File: config.mk
export PLATFORM = sky130hd
export DESIGN_NAME = multicycle_controller_flat
export DESIGN_NICKNAME = d
export VERILOG_FILES = /design/src/rtl/multicycle_controller_if.sv /design/src/rtl/multicycle_controller.sv /design/src/flat_wrapper.sv
export SDC_FILE = /design/constraint.sdc
export NUM_CORES = 1
export LEC_CHECK = 0
export BUFFER_PORTS_ARGS = -buffer_cell sky130_fd_sc_hd__clkbuf_2
export CORE_UTILIZATION = 49
export CTS_BUF_LIST = sky130_fd_sc_hd__clkbuf_8
export DETAILED_ROUTE_END_ITERATION = 8
export PLACE_DENSITY = 0.82
export SLEW_MARGIN = 20
export SYNTH_ARGS = -nofsm -noshare
export SYNTH_HDL_FRONTEND = slang
export SYNTH_SLANG_ARGS = --single-unit
export TNS_END_PERCENT = 5
File: constraint.sdc
create_clock -name clk -period 2 [get_ports clk]
set_clock_uncertainty 0.1 [all_clocks]
set_input_delay 0.4 -clock clk [delete_from_list [all_inputs] [get_ports clk]]
set_output_delay 0.4 -clock clk [all_outputs]
set_load 0.1 [all_outputs]
File: src/rtl/multicycle_controller_if.sv
`default_nettype none
// ============================================================================
// Module      : multicycle_controller_if
// Description : Bundles the opcode/flag/handshake inputs and all datapath
//               control outputs of the multicycle controller. The master
//               modport is the controller, the slave modport the datapath.
// Revision    : 1.0 - initial release
// ============================================================================
interface multicycle_controller_if #(
  parameter int OPC_W   = 6,
  parameter int ALUOP_W = 3
);
  // Datapath to controller
  logic [OPC_W-1:0]   opcode;
  logic               zero;
  logic               mem_ready;

  // Controller to datapath
  logic               pc_write;
  logic               pc_write_cond;
  logic [1:0]         pc_src;
  logic               i_or_d;
  logic               mem_read;
  logic               mem_write;
  logic               ir_write;
  logic               reg_write;
  logic [1:0]         reg_dst;
  logic [1:0]         write_dst;
  logic               alu_src_a;
  logic [1:0]         alu_src_b;
  logic [ALUOP_W-1:0] alu_op;
  logic               instr_done;
  logic               illegal_op;
  logic               halted;

  modport master (
    input  opcode, zero, mem_ready,
    output pc_write, pc_write_cond, pc_src, i_or_d, mem_read, mem_write,
           ir_write, reg_write, reg_dst, write_dst, alu_src_a, alu_src_b,
           alu_op, instr_done, illegal_op, halted
  );

  modport slave (
    output opcode, zero, mem_ready,
    input  pc_write, pc_write_cond, pc_src, i_or_d, mem_read, mem_write,
           ir_write, reg_write, reg_dst, write_dst, alu_src_a, alu_src_b,
           alu_op, instr_done, illegal_op, halted
  );
endinterface
`default_nettype wire

File: src/rtl/multicycle_controller.sv
`default_nettype none
// ============================================================================
// Module      : multicycle_controller
// Description : Multicycle MIPS main controller. Sequences each instruction
//               through a per-opcode state machine so a single memory and a
//               single ALU are shared across cycles; memory latency is
//               absorbed by waiting on mem_ready in FETCH/MEM_RD/MEM_WR.
//               Optional performance counters are built when the macro
//               MULTICYCLE_CONTROLLER_PERF_CNT_EN is defined.
// Revision    : 1.0 - initial release
// ============================================================================
module multicycle_controller #(
  parameter int OPC_W        = 6,
  parameter int ALUOP_W      = 3,
  parameter int ILLEGAL_TRAP = 0,
  parameter int CNT_W        = 32
) (
  input  logic                   clk,
  input  logic                   rst,
  multicycle_controller_if.master bus
`ifdef MULTICYCLE_CONTROLLER_PERF_CNT_EN
  ,
  output logic [CNT_W-1:0]       instr_count,
  output logic [CNT_W-1:0]       stall_count
`endif
);

  // Opcode encodings
  localparam logic [OPC_W-1:0] c_op_r    = OPC_W'(0);
  localparam logic [OPC_W-1:0] c_op_addi = OPC_W'(1);
  localparam logic [OPC_W-1:0] c_op_slti = OPC_W'(2);
  localparam logic [OPC_W-1:0] c_op_lw   = OPC_W'(3);
  localparam logic [OPC_W-1:0] c_op_sw   = OPC_W'(4);
  localparam logic [OPC_W-1:0] c_op_beq  = OPC_W'(5);
  localparam logic [OPC_W-1:0] c_op_j    = OPC_W'(6);
  localparam logic [OPC_W-1:0] c_op_jr   = OPC_W'(7);
  localparam logic [OPC_W-1:0] c_op_jal  = OPC_W'(8);

  // ALU operation codes
  localparam logic [ALUOP_W-1:0] c_alu_add   = ALUOP_W'(3'b000);
  localparam logic [ALUOP_W-1:0] c_alu_sub   = ALUOP_W'(3'b001);
  localparam logic [ALUOP_W-1:0] c_alu_slt   = ALUOP_W'(3'b011);
  localparam logic [ALUOP_W-1:0] c_alu_funct = ALUOP_W'(3'b101);

  typedef enum logic [3:0] {
    S_FETCH  = 4'd0,
    S_DECODE = 4'd1,
    S_EXEC_R = 4'd2,
    S_WB_R   = 4'd3,
    S_EXEC_I = 4'd4,
    S_WB_I   = 4'd5,
    S_ADDR   = 4'd6,
    S_MEM_RD = 4'd7,
    S_WB_LW  = 4'd8,
    S_MEM_WR = 4'd9,
    S_BRANCH = 4'd10,
    S_JUMP   = 4'd11,
    S_JR     = 4'd12,
    S_JAL    = 4'd13,
    S_HALT   = 4'd14
  } state_t;

  // Where an unrecognised opcode goes after DECODE.
  localparam state_t c_illegal_next = (ILLEGAL_TRAP != 0) ? S_HALT : S_FETCH;

  state_t state_q, state_d;

  // Unsigned compare also rejects any opcode with a nonzero upper bit.
  logic w_op_legal;
  assign w_op_legal = (bus.opcode <= c_op_jal);

  logic               w_pc_write;
  logic               w_pc_write_cond;
  logic [1:0]         w_pc_src;
  logic               w_i_or_d;
  logic               w_mem_read;
  logic               w_mem_write;
  logic               w_ir_write;
  logic               w_reg_write;
  logic [1:0]         w_reg_dst;
  logic [1:0]         w_write_dst;
  logic               w_alu_src_a;
  logic [1:0]         w_alu_src_b;
  logic [ALUOP_W-1:0] w_alu_op;
  logic               w_instr_done;
  logic               w_illegal_op;
  logic               w_halted;

  // State register; reset always lands in FETCH.
  always_ff @(posedge clk) begin
    if (rst) begin
      state_q <= S_FETCH;
    end else begin
      state_q <= state_d;
    end
  end

  // Next-state selection per instruction flow.
  always_comb begin
    state_d = state_q;
    case (state_q)
      S_FETCH:  if (bus.mem_ready) state_d = S_DECODE;
      S_DECODE: begin
        case (bus.opcode)
          c_op_r:    state_d = S_EXEC_R;
          c_op_addi: state_d = S_EXEC_I;
          c_op_slti: state_d = S_EXEC_I;
          c_op_lw:   state_d = S_ADDR;
          c_op_sw:   state_d = S_ADDR;
          c_op_beq:  state_d = S_BRANCH;
          c_op_j:    state_d = S_JUMP;
          c_op_jr:   state_d = S_JR;
          c_op_jal:  state_d = S_JAL;
          default:   state_d = c_illegal_next;
        endcase
      end
      S_EXEC_R: state_d = S_WB_R;
      S_WB_R:   state_d = S_FETCH;
      S_EXEC_I: state_d = S_WB_I;
      S_WB_I:   state_d = S_FETCH;
      S_ADDR:   state_d = (bus.opcode == c_op_lw) ? S_MEM_RD : S_MEM_WR;
      S_MEM_RD: if (bus.mem_ready) state_d = S_WB_LW;
      S_WB_LW:  state_d = S_FETCH;
      S_MEM_WR: if (bus.mem_ready) state_d = S_FETCH;
      S_BRANCH: state_d = S_FETCH;
      S_JUMP:   state_d = S_FETCH;
      S_JR:     state_d = S_FETCH;
      S_JAL:    state_d = S_FETCH;
      S_HALT:   state_d = S_HALT;
      default:  state_d = S_FETCH;
    endcase
  end

  // Control decode from state; everything held at 0 while rst is high.
  always_comb begin
    w_pc_write      = 1'b0;
    w_pc_write_cond = 1'b0;
    w_pc_src        = 2'b00;
    w_i_or_d        = 1'b0;
    w_mem_read      = 1'b0;
    w_mem_write     = 1'b0;
    w_ir_write      = 1'b0;
    w_reg_write     = 1'b0;
    w_reg_dst       = 2'b00;
    w_write_dst     = 2'b00;
    w_alu_src_a     = 1'b0;
    w_alu_src_b     = 2'b00;
    w_alu_op        = c_alu_add;
    w_instr_done    = 1'b0;
    w_illegal_op    = 1'b0;
    w_halted        = 1'b0;
    if (!rst) begin
      case (state_q)
        S_FETCH: begin
          w_mem_read  = 1'b1;
          w_alu_src_b = 2'b01;
          w_ir_write  = bus.mem_ready;
          w_pc_write  = bus.mem_ready;
        end
        S_DECODE: begin
          // Branch target is precomputed into ALUOut here.
          w_alu_src_b = 2'b11;
          if (!w_op_legal) begin
            w_illegal_op = 1'b1;
            w_instr_done = 1'b1;
          end
        end
        S_EXEC_R: begin
          w_alu_src_a = 1'b1;
          w_alu_op    = c_alu_funct;
        end
        S_WB_R: begin
          w_reg_write  = 1'b1;
          w_reg_dst    = 2'b01;
          w_instr_done = 1'b1;
        end
        S_EXEC_I: begin
          w_alu_src_a = 1'b1;
          w_alu_src_b = 2'b10;
          w_alu_op    = (bus.opcode == c_op_slti) ? c_alu_slt : c_alu_add;
        end
        S_WB_I: begin
          w_reg_write  = 1'b1;
          w_instr_done = 1'b1;
        end
        S_ADDR: begin
          w_alu_src_a = 1'b1;
          w_alu_src_b = 2'b10;
        end
        S_MEM_RD: begin
          w_mem_read = 1'b1;
          w_i_or_d   = 1'b1;
        end
        S_WB_LW: begin
          w_reg_write  = 1'b1;
          w_write_dst  = 2'b01;
          w_instr_done = 1'b1;
        end
        S_MEM_WR: begin
          w_mem_write  = 1'b1;
          w_i_or_d     = 1'b1;
          w_instr_done = bus.mem_ready;
        end
        S_BRANCH: begin
          w_alu_src_a     = 1'b1;
          w_alu_op        = c_alu_sub;
          w_pc_write_cond = 1'b1;
          w_pc_src        = 2'b01;
          w_instr_done    = 1'b1;
        end
        S_JUMP: begin
          w_pc_write   = 1'b1;
          w_pc_src     = 2'b10;
          w_instr_done = 1'b1;
        end
        S_JR: begin
          w_pc_write   = 1'b1;
          w_pc_src     = 2'b11;
          w_instr_done = 1'b1;
        end
        S_JAL: begin
          // PC already holds PC+4, which is the link value.
          w_reg_write  = 1'b1;
          w_reg_dst    = 2'b10;
          w_write_dst  = 2'b10;
          w_pc_write   = 1'b1;
          w_pc_src     = 2'b10;
          w_instr_done = 1'b1;
        end
        S_HALT: begin
          w_halted = 1'b1;
        end
        default: begin
        end
      endcase
    end
  end

  assign bus.pc_write      = w_pc_write;
  assign bus.pc_write_cond = w_pc_write_cond;
  assign bus.pc_src        = w_pc_src;
  assign bus.i_or_d        = w_i_or_d;
  assign bus.mem_read      = w_mem_read;
  assign bus.mem_write     = w_mem_write;
  assign bus.ir_write      = w_ir_write;
  assign bus.reg_write     = w_reg_write;
  assign bus.reg_dst       = w_reg_dst;
  assign bus.write_dst     = w_write_dst;
  assign bus.alu_src_a     = w_alu_src_a;
  assign bus.alu_src_b     = w_alu_src_b;
  assign bus.alu_op        = w_alu_op;
  assign bus.instr_done    = w_instr_done;
  assign bus.illegal_op    = w_illegal_op;
  assign bus.halted        = w_halted;

`ifdef MULTICYCLE_CONTROLLER_PERF_CNT_EN
  logic [CNT_W-1:0] instr_count_q, instr_count_d;
  logic [CNT_W-1:0] stall_count_q, stall_count_d;
  logic             w_stall;

  assign w_stall = !bus.mem_ready &&
                   ((state_q == S_FETCH) || (state_q == S_MEM_RD) || (state_q == S_MEM_WR));

  // Counter increments; both wrap naturally at all-ones.
  always_comb begin
    instr_count_d = instr_count_q + CNT_W'(w_instr_done);
    stall_count_d = stall_count_q + CNT_W'(w_stall);
  end

  // Counter registers, cleared by reset.
  always_ff @(posedge clk) begin
    if (rst) begin
      instr_count_q <= '0;
      stall_count_q <= '0;
    end else begin
      instr_count_q <= instr_count_d;
      stall_count_q <= stall_count_d;
    end
  end

  assign instr_count = instr_count_q;
  assign stall_count = stall_count_q;
`else
  // Counter width only matters when the counters are built.
  if (CNT_W < 1) begin : g_cnt_w_unused
  end
`endif

endmodule
`default_nettype wire

File: src/flat_wrapper.sv
// flat-port wrapper written by rule: the top's interface ports become plain ports
module multicycle_controller_flat 
#(
  parameter int OPC_W        = 6,
  parameter int ALUOP_W      = 3,
  parameter int ILLEGAL_TRAP = 0,
  parameter int CNT_W        = 32
)
  (clk, rst, bus_opcode, bus_zero, bus_mem_ready, bus_pc_write, bus_pc_write_cond, bus_pc_src, bus_i_or_d, bus_mem_read, bus_mem_write, bus_ir_write, bus_reg_write, bus_reg_dst, bus_write_dst, bus_alu_src_a, bus_alu_src_b, bus_alu_op, bus_instr_done, bus_illegal_op, bus_halted);
  multicycle_controller_if #(.OPC_W(OPC_W), .ALUOP_W(ALUOP_W)) bus_i ();
  input  logic clk;
  input  logic rst;
  input wire logic [$bits(bus_i.opcode)-1:0] bus_opcode;
  input wire logic [$bits(bus_i.zero)-1:0] bus_zero;
  input wire logic [$bits(bus_i.mem_ready)-1:0] bus_mem_ready;
  output wire logic [$bits(bus_i.pc_write)-1:0] bus_pc_write;
  output wire logic [$bits(bus_i.pc_write_cond)-1:0] bus_pc_write_cond;
  output wire logic [$bits(bus_i.pc_src)-1:0] bus_pc_src;
  output wire logic [$bits(bus_i.i_or_d)-1:0] bus_i_or_d;
  output wire logic [$bits(bus_i.mem_read)-1:0] bus_mem_read;
  output wire logic [$bits(bus_i.mem_write)-1:0] bus_mem_write;
  output wire logic [$bits(bus_i.ir_write)-1:0] bus_ir_write;
  output wire logic [$bits(bus_i.reg_write)-1:0] bus_reg_write;
  output wire logic [$bits(bus_i.reg_dst)-1:0] bus_reg_dst;
  output wire logic [$bits(bus_i.write_dst)-1:0] bus_write_dst;
  output wire logic [$bits(bus_i.alu_src_a)-1:0] bus_alu_src_a;
  output wire logic [$bits(bus_i.alu_src_b)-1:0] bus_alu_src_b;
  output wire logic [$bits(bus_i.alu_op)-1:0] bus_alu_op;
  output wire logic [$bits(bus_i.instr_done)-1:0] bus_instr_done;
  output wire logic [$bits(bus_i.illegal_op)-1:0] bus_illegal_op;
  output wire logic [$bits(bus_i.halted)-1:0] bus_halted;
  assign bus_i.opcode = bus_opcode;
  assign bus_i.zero = bus_zero;
  assign bus_i.mem_ready = bus_mem_ready;
  assign bus_pc_write = bus_i.pc_write;
  assign bus_pc_write_cond = bus_i.pc_write_cond;
  assign bus_pc_src = bus_i.pc_src;
  assign bus_i_or_d = bus_i.i_or_d;
  assign bus_mem_read = bus_i.mem_read;
  assign bus_mem_write = bus_i.mem_write;
  assign bus_ir_write = bus_i.ir_write;
  assign bus_reg_write = bus_i.reg_write;
  assign bus_reg_dst = bus_i.reg_dst;
  assign bus_write_dst = bus_i.write_dst;
  assign bus_alu_src_a = bus_i.alu_src_a;
  assign bus_alu_src_b = bus_i.alu_src_b;
  assign bus_alu_op = bus_i.alu_op;
  assign bus_instr_done = bus_i.instr_done;
  assign bus_illegal_op = bus_i.illegal_op;
  assign bus_halted = bus_i.halted;
  multicycle_controller #(.OPC_W(OPC_W), .ALUOP_W(ALUOP_W), .ILLEGAL_TRAP(ILLEGAL_TRAP), .CNT_W(CNT_W)) u_core (.clk(clk), .rst(rst), .bus(bus_i));
endmodule
==> metrics.yaml, run 1 <==
synth_compound_area_share_pct: 23.04
synth_top_family_by_area: "simple AND/OR/NAND/NOR gates"
yosys.area_share.simple_pct: 43.24
async_flop_share_pct: 0
synthCells: 115
ys_types: 39
row_count: 13
die_h_um: 41.11
synthMuxAreaShare_pct: 5.509
synthXorXnorAreaFrac_pct: 0
run_status: "stopped before the end"
die_w_um: 41.11
syn_avg_cell_area_um2: 6.517
synth_warnings: 0
syn_nets: 129
yosysSeqAreaShare_pct: 10.68
syn_area_um2: 749.5
flow.first_error: "[ERROR DPL-0038] Utilization greater than 100%, impossible to legalize"
synth_edf_count: 0
synth_fa_ha_area_share_pct: 6.678
portBuffers: 30
ys.flop_type: "dfxtp_1"
design.portCount: 32
gp_routability_congestion: 0.9799
initial_utilization_pct: 54.85
stop_stage: "detailed placement (3_5_place_dp)"
ys_seq_elements: 4
==> kinds of logic after synthesis <==
| group | Yosys count |
|---|---|
| AOI/OAI and AO/OA | 27 |
| adders and majority gates | 4 |
| buffers and inverters | 18 |
| DFF | 4 |
| muxes | 4 |
| and+or+nand+nor | 58 |
==> synthesized netlist by cell type, types with 2 or more instances <==
cell,number,share of area (%)
a21oi_1,11,7.3
nor3_2,2,2.7
nor2_1,11,5.5
nor3_1,12,8.0
ha_1,4,6.7
o21ai_1,2,1.3
or3_1,2,1.7
nand3_1,4,2.7
nand2_1,10,5.0
clkbuf_1,5,2.5
dfxtp_1,4,11
nor4_1,2,1.7
nor2b_1,2,1.7
inv_1,6,3.0
o21ai_0,2,1.3
mux2i_1,3,4.0
a221oi_1,2,2.3
nor4_2,2,3.3
nand2b_1,3,2.5
a211oi_1,2,2.0
buf_2,5,3.3
or2_1,2,1.7
==> metrics by stage <==
step | cell area, µm² | instances
2_1_floorplan | 847.1 | 115
3_3_place_gp | 1494 | 176
==> run 2, diff against run 1 <==
--- a/config.mk
+++ b/config.mk
@@ -6,10 +6,10 @@
 export NUM_CORES = 1
 export LEC_CHECK = 0
 export BUFFER_PORTS_ARGS = -buffer_cell sky130_fd_sc_hd__clkbuf_2
-export CORE_UTILIZATION = 49
-export CTS_BUF_LIST = sky130_fd_sc_hd__clkbuf_8
+export CORE_AREA = 2 2 63 65
 export DETAILED_ROUTE_END_ITERATION = 8
-export PLACE_DENSITY = 0.82
+export DIE_AREA = 0 0 65 67
+export PLACE_DENSITY_LB_ADDON = 0.15
 export SLEW_MARGIN = 20
 export SYNTH_ARGS = -nofsm -noshare
 export SYNTH_HDL_FRONTEND = slang
==> run 2 against run 1 <==
Compared with the run above:
- the flow now finishes, with violations (negative setup slack)
- area after synthesis unchanged
- synthesized cell count unchanged
==> metrics.yaml, run 2 <==
area_delta_synth_final_pct: 120.5
synth_top_cells_by_area: "dfxtp_1 11%, nor3_1 8.0%, a21oi_1 7.3%, ha_1 6.7%, nor2_1 5.5%"  # unchanged
cts_tree: "done"
numCtsBuffers: 3
syn_avg_cell_area_um2: 6.517  # unchanged
run_status: "finished, violations left"  # was stopped before the end
finalMaxSlewViolations: 0
grt_pass1_wl_mm: 4.636
layout_common_cells: "32 x buf_4, 22 x buf_12, 10 x nand2_1, 10 x nor2_1, 10 x a21oi_1"
core_area_mm2: 0.003606
firstDrtPassIters: 4
cts_max_level: 1
row_count: 22  # was 13
hold_ws_ns: 0.5973
synth_edf_count: 0  # unchanged
fin_crit_sh_pct: 105.3
root_buffer: "clkbuf_8"
ir_drop_mv: 0.1731
period_minus_slack_ns: 2.107
synthCells: 115  # unchanged
fillers: 357
route.detailed.drc: 0
ys_types: 39  # unchanged
place_hpwl_mm: 2.097
final_common_cell: "buf_4"
largest_reg_flops: 4
rsz0062_at_grt: "yes"
max_freq_mhz: 474.7
reg2reg_setup_slack_ns: 0.34
async_flop_share_pct: 0  # unchanged
cts_setup_buffers: 0
synth_warnings: 0  # unchanged
worstMarginPinSlew_ns: 0.3167
yosysTopAreaCellShare_pct: 10.68  # unchanged
synth_common_cells: "12 x nor3_1, 11 x a21oi_1, 11 x nor2_1"  # unchanged
syn_nets: 129  # unchanged
die_w_um: 65  # was 41.11 µm
worst_setup_path_end_kind: "output pin"
portBuffers: 30  # unchanged
wire_per_inst_um: 11.65
maxCapViolations: 0
design.portCount: 32  # unchanged
final-hold-violation-count: 0
worstPathArrival_ns: 1.61
grt_max_degree: 15
viasPerCell: 4.659
die_area_mm2: 0.004355
multi_input_area_um2: 710.7
clk_pin_slew_worst_paths_ns: 0.03
cp.required_ns: 1.50
gp_routability_congestion: 0.8672  # was 0.9799
layout_setup_ws_ns: -0.1067
powerDensity_mw_per_mm2: 348.2
regArea_um2: 83.83
final_antenna_net_count: 0
violations: "negative setup slack"
clock_latency_ns: 0.22
drt_iter0_drc: 26
start_kind: "input port"
worstHoldPathType: "input port to flip-flop"
yosysTopAreaCell: "dfxtp_1"  # unchanged
p_leak_uw: 0.0006545
layout.nets: 185
slew_headroom_pct: 78.89
final_area_mm2: 0.001653
antenna_found_initial: 0
dpl_cell_area_mm2: 0.001560
finalWirelength_mm: 2.529
overflow: 0
cts_sinks: 4
die_h_um: 67  # was 41.11 µm
diodes: 0
crit_fanout: 2
initial_utilization_pct: 20.78  # was 54.85%
top_register: "u_core.state_q"
num_vias: 1011
syn_area_um2: 749.5  # unchanged
setup_viol: 4
grt_pass1_vias: 1088
yosysSeqAreaShare_pct: 10.68  # unchanged
fin_util_pct: 45.84
layout-drive-gt1-share_pct: 56.21
tns_ns: -0.2462
synth_most_common_cell: "nor3_1"  # unchanged
largestRegisters: "u_core.state_q (4)"
ys.flop_type: "dfxtp_1"  # unchanged
clock_path_buffers: 2
criticalPathCategory: "input port to output pin"
ys_seq_elements: 4  # unchanged
grt_usage_pct: 13.45
## run 2: cell counts after synthesis
No cell type changed its count.
## run 2: final timing paths
check                                               startpoint                        endpoint  cells past startpoint
worst max-delay path                             bus_opcode[2]                   bus_alu_op[0]                      6
worst min-delay path                             bus_mem_ready  u_core.state_q[1]$_SDFFE_PP0P_                      4
worst max register to register  u_core.state_q[0]$_SDFFE_PP0P_  u_core.state_q[3]$_SDFFE_PP0P_                      6
worst min register to register  u_core.state_q[1]$_SDFFE_PP0P_  u_core.state_q[1]$_SDFFE_PP0P_                      3
## run 2: logic make-up (layout without fill, tap and decap cells)
| family | after synthesis | count (layout) | share of synthesized area [%] |
|---|---|---|---|
| and+or+nand+nor | 58 | 58 | 43.24 |
| muxes | 4 | 4 | 5.509 |
| DFF | 4 | 4 | 10.68 |
| adders and majority gates | 4 | 4 | 6.678 |
| buffers and inverters | 18 | 72 | 10.85 |
| AOI/OAI and AO/OA | 27 | 27 | 23.04 |
## run 2: where the power goes
part / internal (µW) / total (µW) / switching (µW)
sequential: 84.4 / 94.2 / 9.81
combinational: 127 / 311 / 184
clock: 128 / 171 / 42.4
total: 339 / 575 / 236
## run 2: final cells by class
type                       count  share of cell area [%]
sequential                     4                   5.072
multi-input combinational     93                   43.00
clock buffer                   3                   2.498
tap                           48                   3.634
timing repair buffer          62                   44.21
inverter                       7                   1.590
## run 2: layer usage
metal / routed length (µm) / part of all wire [%] / track usage (%) / vias up
met4: 14 / 0.55 / 2.660 / 0
met2: 1252 / 50 / 22.55 / 17
met5: 0 / 0 / 0 / -
met3: 93 / 3.7 / 3.209 / 2
li1: - / - / - / 516
met1: 1168 / 46 / 17.51 / 476
## run 2: repair_timing
| item | CTS | global route |
|---|---|---|
| setup endpoints to repair | 17 | 15 |
| hold buffers | 0 | 0 |
| gates cloned | 0 | 0 |
| pin swaps | 5 | 2 |
| gates resized for setup | 10 | 5 |
## run 2: worst max-delay path, stage by stage
cell     delay [ns]
buf_8          0.10
nor4_4         0.28
nand2_1        0.12
o31a_1         0.29
nor3_2         0.19
buf_12         0.21
## run 2: metrics by stage
step | instances | worst slack [ns] | power, µW
global route | 217 | -0.1945 | 611.4
floorplan | 115 | -1.053 | 281.7
finish | 217 | -0.1067 | 575.5
global placement | 214 | -0.1592 | 393.4
detailed placement | 214 | -0.1486 | 396.7
CTS | 217 | -0.1432 | 578.1
Note: power is estimated with default switching activity, not from simulation.
==> run 3, diff against run 2 <==
==> constraint.sdc (replaced) <==
create_clock -name clk -period 2 [get_ports clk]
set_clock_uncertainty 0.1 [all_clocks]
set_input_delay 0.3 -clock clk [delete_from_list [all_inputs] [get_ports clk]]
set_output_delay 0.3 -clock clk [all_outputs]
set_load 0.1 [all_outputs]
==> run 3 against run 2 <==
Compared with the run above:
- first-iteration DRC count grew 3.8%
- clock-buffer cell count is the same
- setup slack better by 0.12 ns
- die area is the same
- sequential share of layout area up 0.38 points
- critical path depth fell by 2
- power is essentially flat
- non-clock buffer count fell by 3
- core utilization fell by 0.66 points
- clock power increased by 2%
- sequential power up 0.7%
- the run now ends clean
==> metrics.yaml, run 3 (synthesis results as in run 2) <==
run_status: "finished clean"  # was finished, violations left
cts_max_level: 1  # unchanged
min_path_cells: 4  # unchanged
switching_share_pct: 41.35  # was 41.02%
powerDensity_mw_per_mm2: 353.6  # was 348.2 mW/mm²
clock_latency_ns: 0.22  # about the same
finalWirelength_mm: 2.706  # was 2.529 mm
final_area_mm2: 0.001629  # was 0.001653 mm²
dpl_cell_area_mm2: 0.001485  # was 0.001560 mm²
layout_common_cells: "28 x buf_4, 22 x buf_12, 11 x a21oi_1"  # was 32 x buf_4, 22 x buf_12, 10 x nand2_1, 10 x nor2_1, 10 x a21oi_1
grt_pass1_vias: 1024  # was 1088
layout.nets: 182  # was 185
setup_viol: 0  # was 4
cts_hold_buf: 0  # unchanged
largestRegisters: "u_core.state_q (4)"  # unchanged
place_hpwl_mm: 2.141  # was 2.097 mm
worstHoldPathType: "input port to flip-flop"  # unchanged
routed-wl-met2_mm: 1.420  # was 1.252 mm
die_area_mm2: 0.004355  # unchanged
wire_per_inst_um: 12.64  # was 11.65 µm
gp_routability_congestion: 0.8592  # was 0.8672
diodes: 0  # unchanged
layout_setup_ws_ns: 0.01555  # was -0.1067 ns
clk_pin_slew_worst_paths_ns: 0.03  # about the same
clock_path_buffers: 2  # unchanged
viasPerCell: 4.771  # was 4.659
worst_setup_path_end_kind: "output pin"  # unchanged
row_count: 22  # unchanged
final_common_cell: "buf_4"  # unchanged
slew_headroom_pct: 79.37  # was 78.89%
maxCapViolations: 0  # unchanged
start_kind: "flip-flop"  # was input port
power.share.clock_pct: 30.3  # was 29.7%
largest_reg_flops: 4  # unchanged
crit_fanout: 5  # was 2
overflow: 0  # unchanged
portBuffers: 30  # unchanged
area_delta_synth_final_pct: 117.4  # was 120.5%
die_w_um: 65  # unchanged
final-hold-violation-count: 0  # unchanged
numCtsBuffers: 3  # unchanged
cp.required_ns: 1.60  # was 1.50 ns
pwr-share-seq_pct: 16.5  # was 16.4%
cts_tree: "done"  # unchanged
fin_total_pwr_uw: 576.0  # was 575.5 µW
p_comb_share_pct: 53.2  # was 54.0%
route.detailed.drc: 0  # unchanged
final_antenna_net_count: 0  # unchanged
layout-drive-gt1-share_pct: 56.63  # was 56.21%
firstDrtPassIters: 4  # unchanged
finalMaxSlewViolations: 0  # unchanged
cp_cell_sequence: "buf_4 -> or3_4 -> a211oi_4 -> buf_12"  # was buf_8 -> nor4_4 -> nand2_1 -> o31a_1 -> nor3_2 -> buf_12
cts_sinks: 4  # unchanged
worstMarginPinSlew_ns: 0.3094  # was 0.3167 ns
antenna_found_initial: 0  # unchanged
rr_worst_depth: 5  # was 6
p_leak_uw: 0.0006409  # was 0.0006545 µW
max_stage_delay_ns: 0.39  # was 0.29 ns
wl_met1_mm: 1.146  # was 1.168 mm
worstPathArrival_ns: 1.58  # was 1.61 ns
max_freq_mhz: 503.9  # was 474.7 MHz
initial_utilization_pct: 20.78  # unchanged
design.portCount: 32  # unchanged
die_h_um: 67  # unchanged
fin_crit_sh_pct: 99.22  # was 105.3%
cp_slowest_cell: "or3_4"  # was o31a_1
root_buffer: "clkbuf_8"  # unchanged
num_vias: 1021  # was 1011
grt_usage_pct: 13.67  # was 13.45%
wl_met3_um: 101  # was 93 µm
p_switching_uw: 238.2  # was 236.1 µW
core_area_mm2: 0.003606  # unchanged
top_register: "u_core.state_q"  # unchanged
highest_layer: "met4"  # unchanged
grt_pass1_wl_mm: 4.602  # was 4.636 mm
tns_ns: 0  # was -0.2462 ns
criticalPathCategory: "flip-flop to output pin"  # was input port to output pin
dp_slack_ns: 0.07116  # was -0.1486 ns
period_minus_slack_ns: 1.984  # was 2.107 ns
rsz0062_at_grt: "yes"  # unchanged
p_int_uw: 337.8  # was 339.4 µW
fillers: 344  # was 357
drt_iter0_drc: 27  # was 26
grt_max_degree: 15  # unchanged
ir_drop_mv: 0.1739  # was 0.1731 mV
==> run 3: metal layers <==
layer  up-vias  global-route usage, %
li1        508                      -
met2        24                  23.20
met3         5                  3.041
met4         0                  5.851
met1       484                  16.52
met5         -                      0
==> run 3: worst max-delay path, delay by kind of cell, from the launching register on <==
family | cells | cell delay (ns)
flip-flops | 1 | 0.34
buffers and inverters | 2 | 0.36
AND/OR/NAND/NOR | 1 | 0.39
AO/OA/AOI/OAI | 1 | 0.27
==> run 3: per-stage QoR <==
stage	cells	util (%)	hold WS, ns
after floorplan	115	-	0.4011
after global placement	204	41.19	0.6608
after detailed placement	204	41.19	0.6773
after CTS	209	43.37	0.4419
after global routing	214	45.18	0.4854
final	214	45.18	0.4396
==> run 3: what timing repair did <==
action	in CTS	in global routing
gates resized for setup	9	7
endpoints found under the setup margin	14	6
buffers inserted	2	5
pin swaps	3	2
==> run 3: area by class of cell <==
type / count / area (µm²) / share of cell area [%]
flip-flops and latches: 4 / 88.84 / 5.453
well taps: 48 / 60.06 / 3.687
repair buffers: 59 / 705.7 / 43.32
clock buffers: 3 / 41.29 / 2.535
multi-input cells: 93 / 706.9 / 43.39
inverters: 7 / 26.28 / 1.613
==> run 3: worst paths after layout <==
path | from | end | slack (ns)
min reg2reg | u_core.state_q[2]$_SDFFE_PP0P_ | u_core.state_q[1]$_SDFFE_PP0P_ | 0.61
max | u_core.state_q[1]$_SDFFE_PP0P_ | bus_mem_read | 0.02
max reg2reg | u_core.state_q[1]$_SDFFE_PP0P_ | u_core.state_q[1]$_SDFFE_PP0P_ | 0.34
min | bus_mem_ready | u_core.state_q[3]$_SDFFE_PP0P_ | 0.44
==> run 3: power by group through the flow <==
stage          registers (µW)  clock network (µW)  logic [µW]
3_5_place_dp             95.8                   0         291
2_1_floorplan            87.3                   0         194
3_3_place_gp             95.8                   0         287
5_1_grt                  96.2                 185         325
4_1_cts                  95.2                 180         298
6_report                 94.9                 175         307
==> run 4, diff against run 3 <==
--- a/config.mk
+++ b/config.mk
@@ -9,7 +9,6 @@
 export CORE_AREA = 2 2 63 65
 export DETAILED_ROUTE_END_ITERATION = 8
 export DIE_AREA = 0 0 65 67
-export PLACE_DENSITY_LB_ADDON = 0.15
 export SLEW_MARGIN = 20
 export SYNTH_ARGS = -nofsm -noshare
 export SYNTH_HDL_FRONTEND = slang
==> run 4 against run 3 <==
Compared with the run above:
- clock-buffer cell count is the same
- global-route usage shrank 1.5 points
- core utilization shrank 0.87 points
- design area shrank 1.9%
- setup slack gained 0.035 ns
- hold slack lost 0.076 ns
- critical path type unchanged
- register-to-register slack gained 0.10 ns
- sequential share of layout area is essentially flat
- critical path depth is the same
==> metrics.yaml, run 4 (synthesis results as in run 2) <==
cts_tree: "done"  # unchanged
overflow: 0  # unchanged
wire_per_inst_um: 12.17  # was 12.64 µm
design.portCount: 32  # unchanged
rr_worst_depth: 5  # unchanged
final_antenna_net_count: 0  # unchanged
fin_crit_sh_pct: 97.49  # was 99.22%
stdcell_count: 208  # was 214
final-hold-violation-count: 0  # unchanged
cp.required_ns: 1.60  # about the same
fin_total_pwr_uw: 566.4  # was 576.0 µW
grt_pass1_wl_mm: 4.222  # was 4.602 mm
reg2reg_setup_slack_ns: 0.44  # was 0.34 ns
drt_iter0_drc: 22  # was 27
p_leak_uw: 0.0006183  # was 0.0006409 µW
clk_pin_slew_worst_paths_ns: 0.03  # about the same
core_area_mm2: 0.003606  # unchanged
diodes: 0  # unchanged
gp_routability_congestion: 0.8256  # was 0.8592
dpl_cell_area_mm2: 0.001485  # unchanged
hold_ws_ns: 0.3639  # was 0.4396 ns
place_hpwl_mm: 2.056  # was 2.141 mm
crit_fanout: 9  # was 5
grt_pass1_vias: 906  # was 1024
route.detailed.drc: 0  # unchanged
multi_input_area_um2: 720.7  # was 706.9 µm²
top_register: "u_core.state_q"  # unchanged
cts_sinks: 4  # unchanged
rsz0062_at_grt: "yes"  # unchanged
layout_setup_ws_ns: 0.05017  # was 0.01555 ns
max_stage_delay_ns: 0.35  # was 0.39 ns
portBuffers: 30  # unchanged
period_minus_slack_ns: 1.950  # was 1.984 ns
max_freq_mhz: 512.9  # was 503.9 MHz
num_vias: 977  # was 1021
antenna_found_initial: 0  # unchanged
layout-drive-gt1-share_pct: 55.00  # was 56.63%
criticalPathCategory: "flip-flop to output pin"  # unchanged
start_kind: "flip-flop"  # unchanged
dp_slack_ns: 0.006047  # was 0.07116 ns
area_delta_synth_final_pct: 113.2  # was 117.4%
row_count: 22  # unchanged
regArea_um2: 86.33  # was 88.84 µm²
grt_usage_pct: 12.18  # was 13.67%
clock_latency_ns: 0.21  # was 0.22 ns
largestRegisters: "u_core.state_q (4)"  # unchanged
worstMarginPinSlew_ns: 0.3315  # was 0.3094 ns
viasPerCell: 4.697  # was 4.771
r2r-start: "u_core.state_q[0]$_SDFFE_PP0P_"  # was u_core.state_q[1]$_SDFFE_PP0P_
initial_utilization_pct: 20.78  # unchanged
powerDensity_mw_per_mm2: 354.5  # was 353.6 mW/mm²
r2r_end: "u_core.state_q[1]$_SDFFE_PP0P_"  # unchanged
firstDrtPassIters: 4  # unchanged
layout_common_cells: "22 x buf_12, 22 x buf_4, 11 x a21oi_1"  # was 28 x buf_4, 22 x buf_12, 11 x a21oi_1
critPathLaunch: "u_core.state_q[1]$_SDFFE_PP0P_"  # unchanged
cts_max_level: 1  # unchanged
worst_setup_path_end_kind: "output pin"  # unchanged
finalMaxSlewViolations: 0  # unchanged
cp_cell_sequence: "nand2b_1 -> o31a_1 -> nor3_4 -> buf_12"  # was buf_4 -> or3_4 -> a211oi_4 -> buf_12
worstPathArrival_ns: 1.55  # was 1.58 ns
slew_headroom_pct: 77.90  # was 79.37%
root_buffer: "clkbuf_8"  # unchanged
finalWirelength_mm: 2.532  # was 2.706 mm
maxCapViolations: 0  # unchanged
setup_viol: 0  # unchanged
worstHoldPathType: "input port to flip-flop"  # unchanged
final_area_mm2: 0.001598  # was 0.001629 mm²
run_status: "finished clean"  # unchanged
fillers: 354  # was 344
cts_hold_buf: 0  # unchanged
layout.nets: 176  # was 182
die_area_mm2: 0.004355  # unchanged
die_h_um: 67  # unchanged
clock_path_buffers: 2  # unchanged
dp_cells: 204  # unchanged
numCtsBuffers: 3  # unchanged
grt_max_degree: 22  # was 15
largest_reg_flops: 4  # unchanged
die_w_um: 65  # unchanged
cp_slowest_cell: "dfxtp_2"  # was or3_4
critPathCapture: "bus_alu_op[0]"  # was bus_mem_read
ir_drop_mv: 0.2328  # was 0.1739 mV
==> run 4: changes by cell type in the layout (fill, tap and decap cells not counted), sizes merged <==
cell    before  now
clkbuf      11   10
buf         51   46
==> run 4: worst max-delay path, delay by kind of cell, from the launching register on <==
family / cells / cell delay [ns]
DFF: 1 / 0.35
and+or+nand+nor: 2 / 0.45
buffers and inverters: 1 / 0.20
AOI/OAI and AO/OA: 1 / 0.33
==> run 4: repair_timing <==
item | in CTS | in global routing
buffers inserted | 0 | 1
pin swaps | 1 | 5
resized for setup | 4 | 14
endpoints found under the setup margin | 12 | 9
==> run 4: through the flow <==
step	utilization [%]	TNS, ns
floorplan	-	-12.52
global placement	41.19	0
detailed placement	41.19	0
CTS	42.54	0
global route	44.31	-0.04518
finish	44.31	0
==> run 4: area by class of cell <==
| class | instances | area share, % |
|---|---|---|
| clock buffer | 3 | 2.584 |
| sequential | 4 | 5.403 |
| inverter | 7 | 1.644 |
| multi-input combinational | 93 | 45.11 |
| timing repair buffer | 53 | 41.50 |
| tap | 48 | 3.759 |
==> run 4: routing by layer <==
layer / part of all wire (%) / track usage, % / vias to the layer above
met3: 4.2 / 2.365 / 2
li1: - / - / 497
met5: 0 / 0 / -
met2: 53 / 21.52 / 24
met1: 42 / 15.31 / 454
met4: 0.91 / 2.394 / 0
==> run 4: worst min path at each step <==
| stage | endpoint | from | slack, ns | cells past startpoint |
|---|---|---|---|---|
| 3_5_place_dp | u_core.state_q[1]$_SDFFE_PP0P_ | rst | 0.57 | 2 |
| 2_1_floorplan | u_core.state_q[3]$_SDFFE_PP0P_ | bus_mem_ready | 0.40 | 3 |
| 5_1_grt | u_core.state_q[1]$_SDFFE_PP0P_ | rst | 0.39 | 2 |
| 3_3_place_gp | u_core.state_q[1]$_SDFFE_PP0P_ | rst | 0.58 | 2 |
| 6_report | u_core.state_q[1]$_SDFFE_PP0P_ | rst | 0.36 | 2 |
| 4_1_cts | u_core.state_q[1]$_SDFFE_PP0P_ | rst | 0.35 | 2 |
==> run 4: power breakdown <==
group	switching, µW	total [µW]	internal [µW]
sequential	14.5	98.9	84.4
clock	38.2	166	128
combinational	178	301	124
total	230	566	336
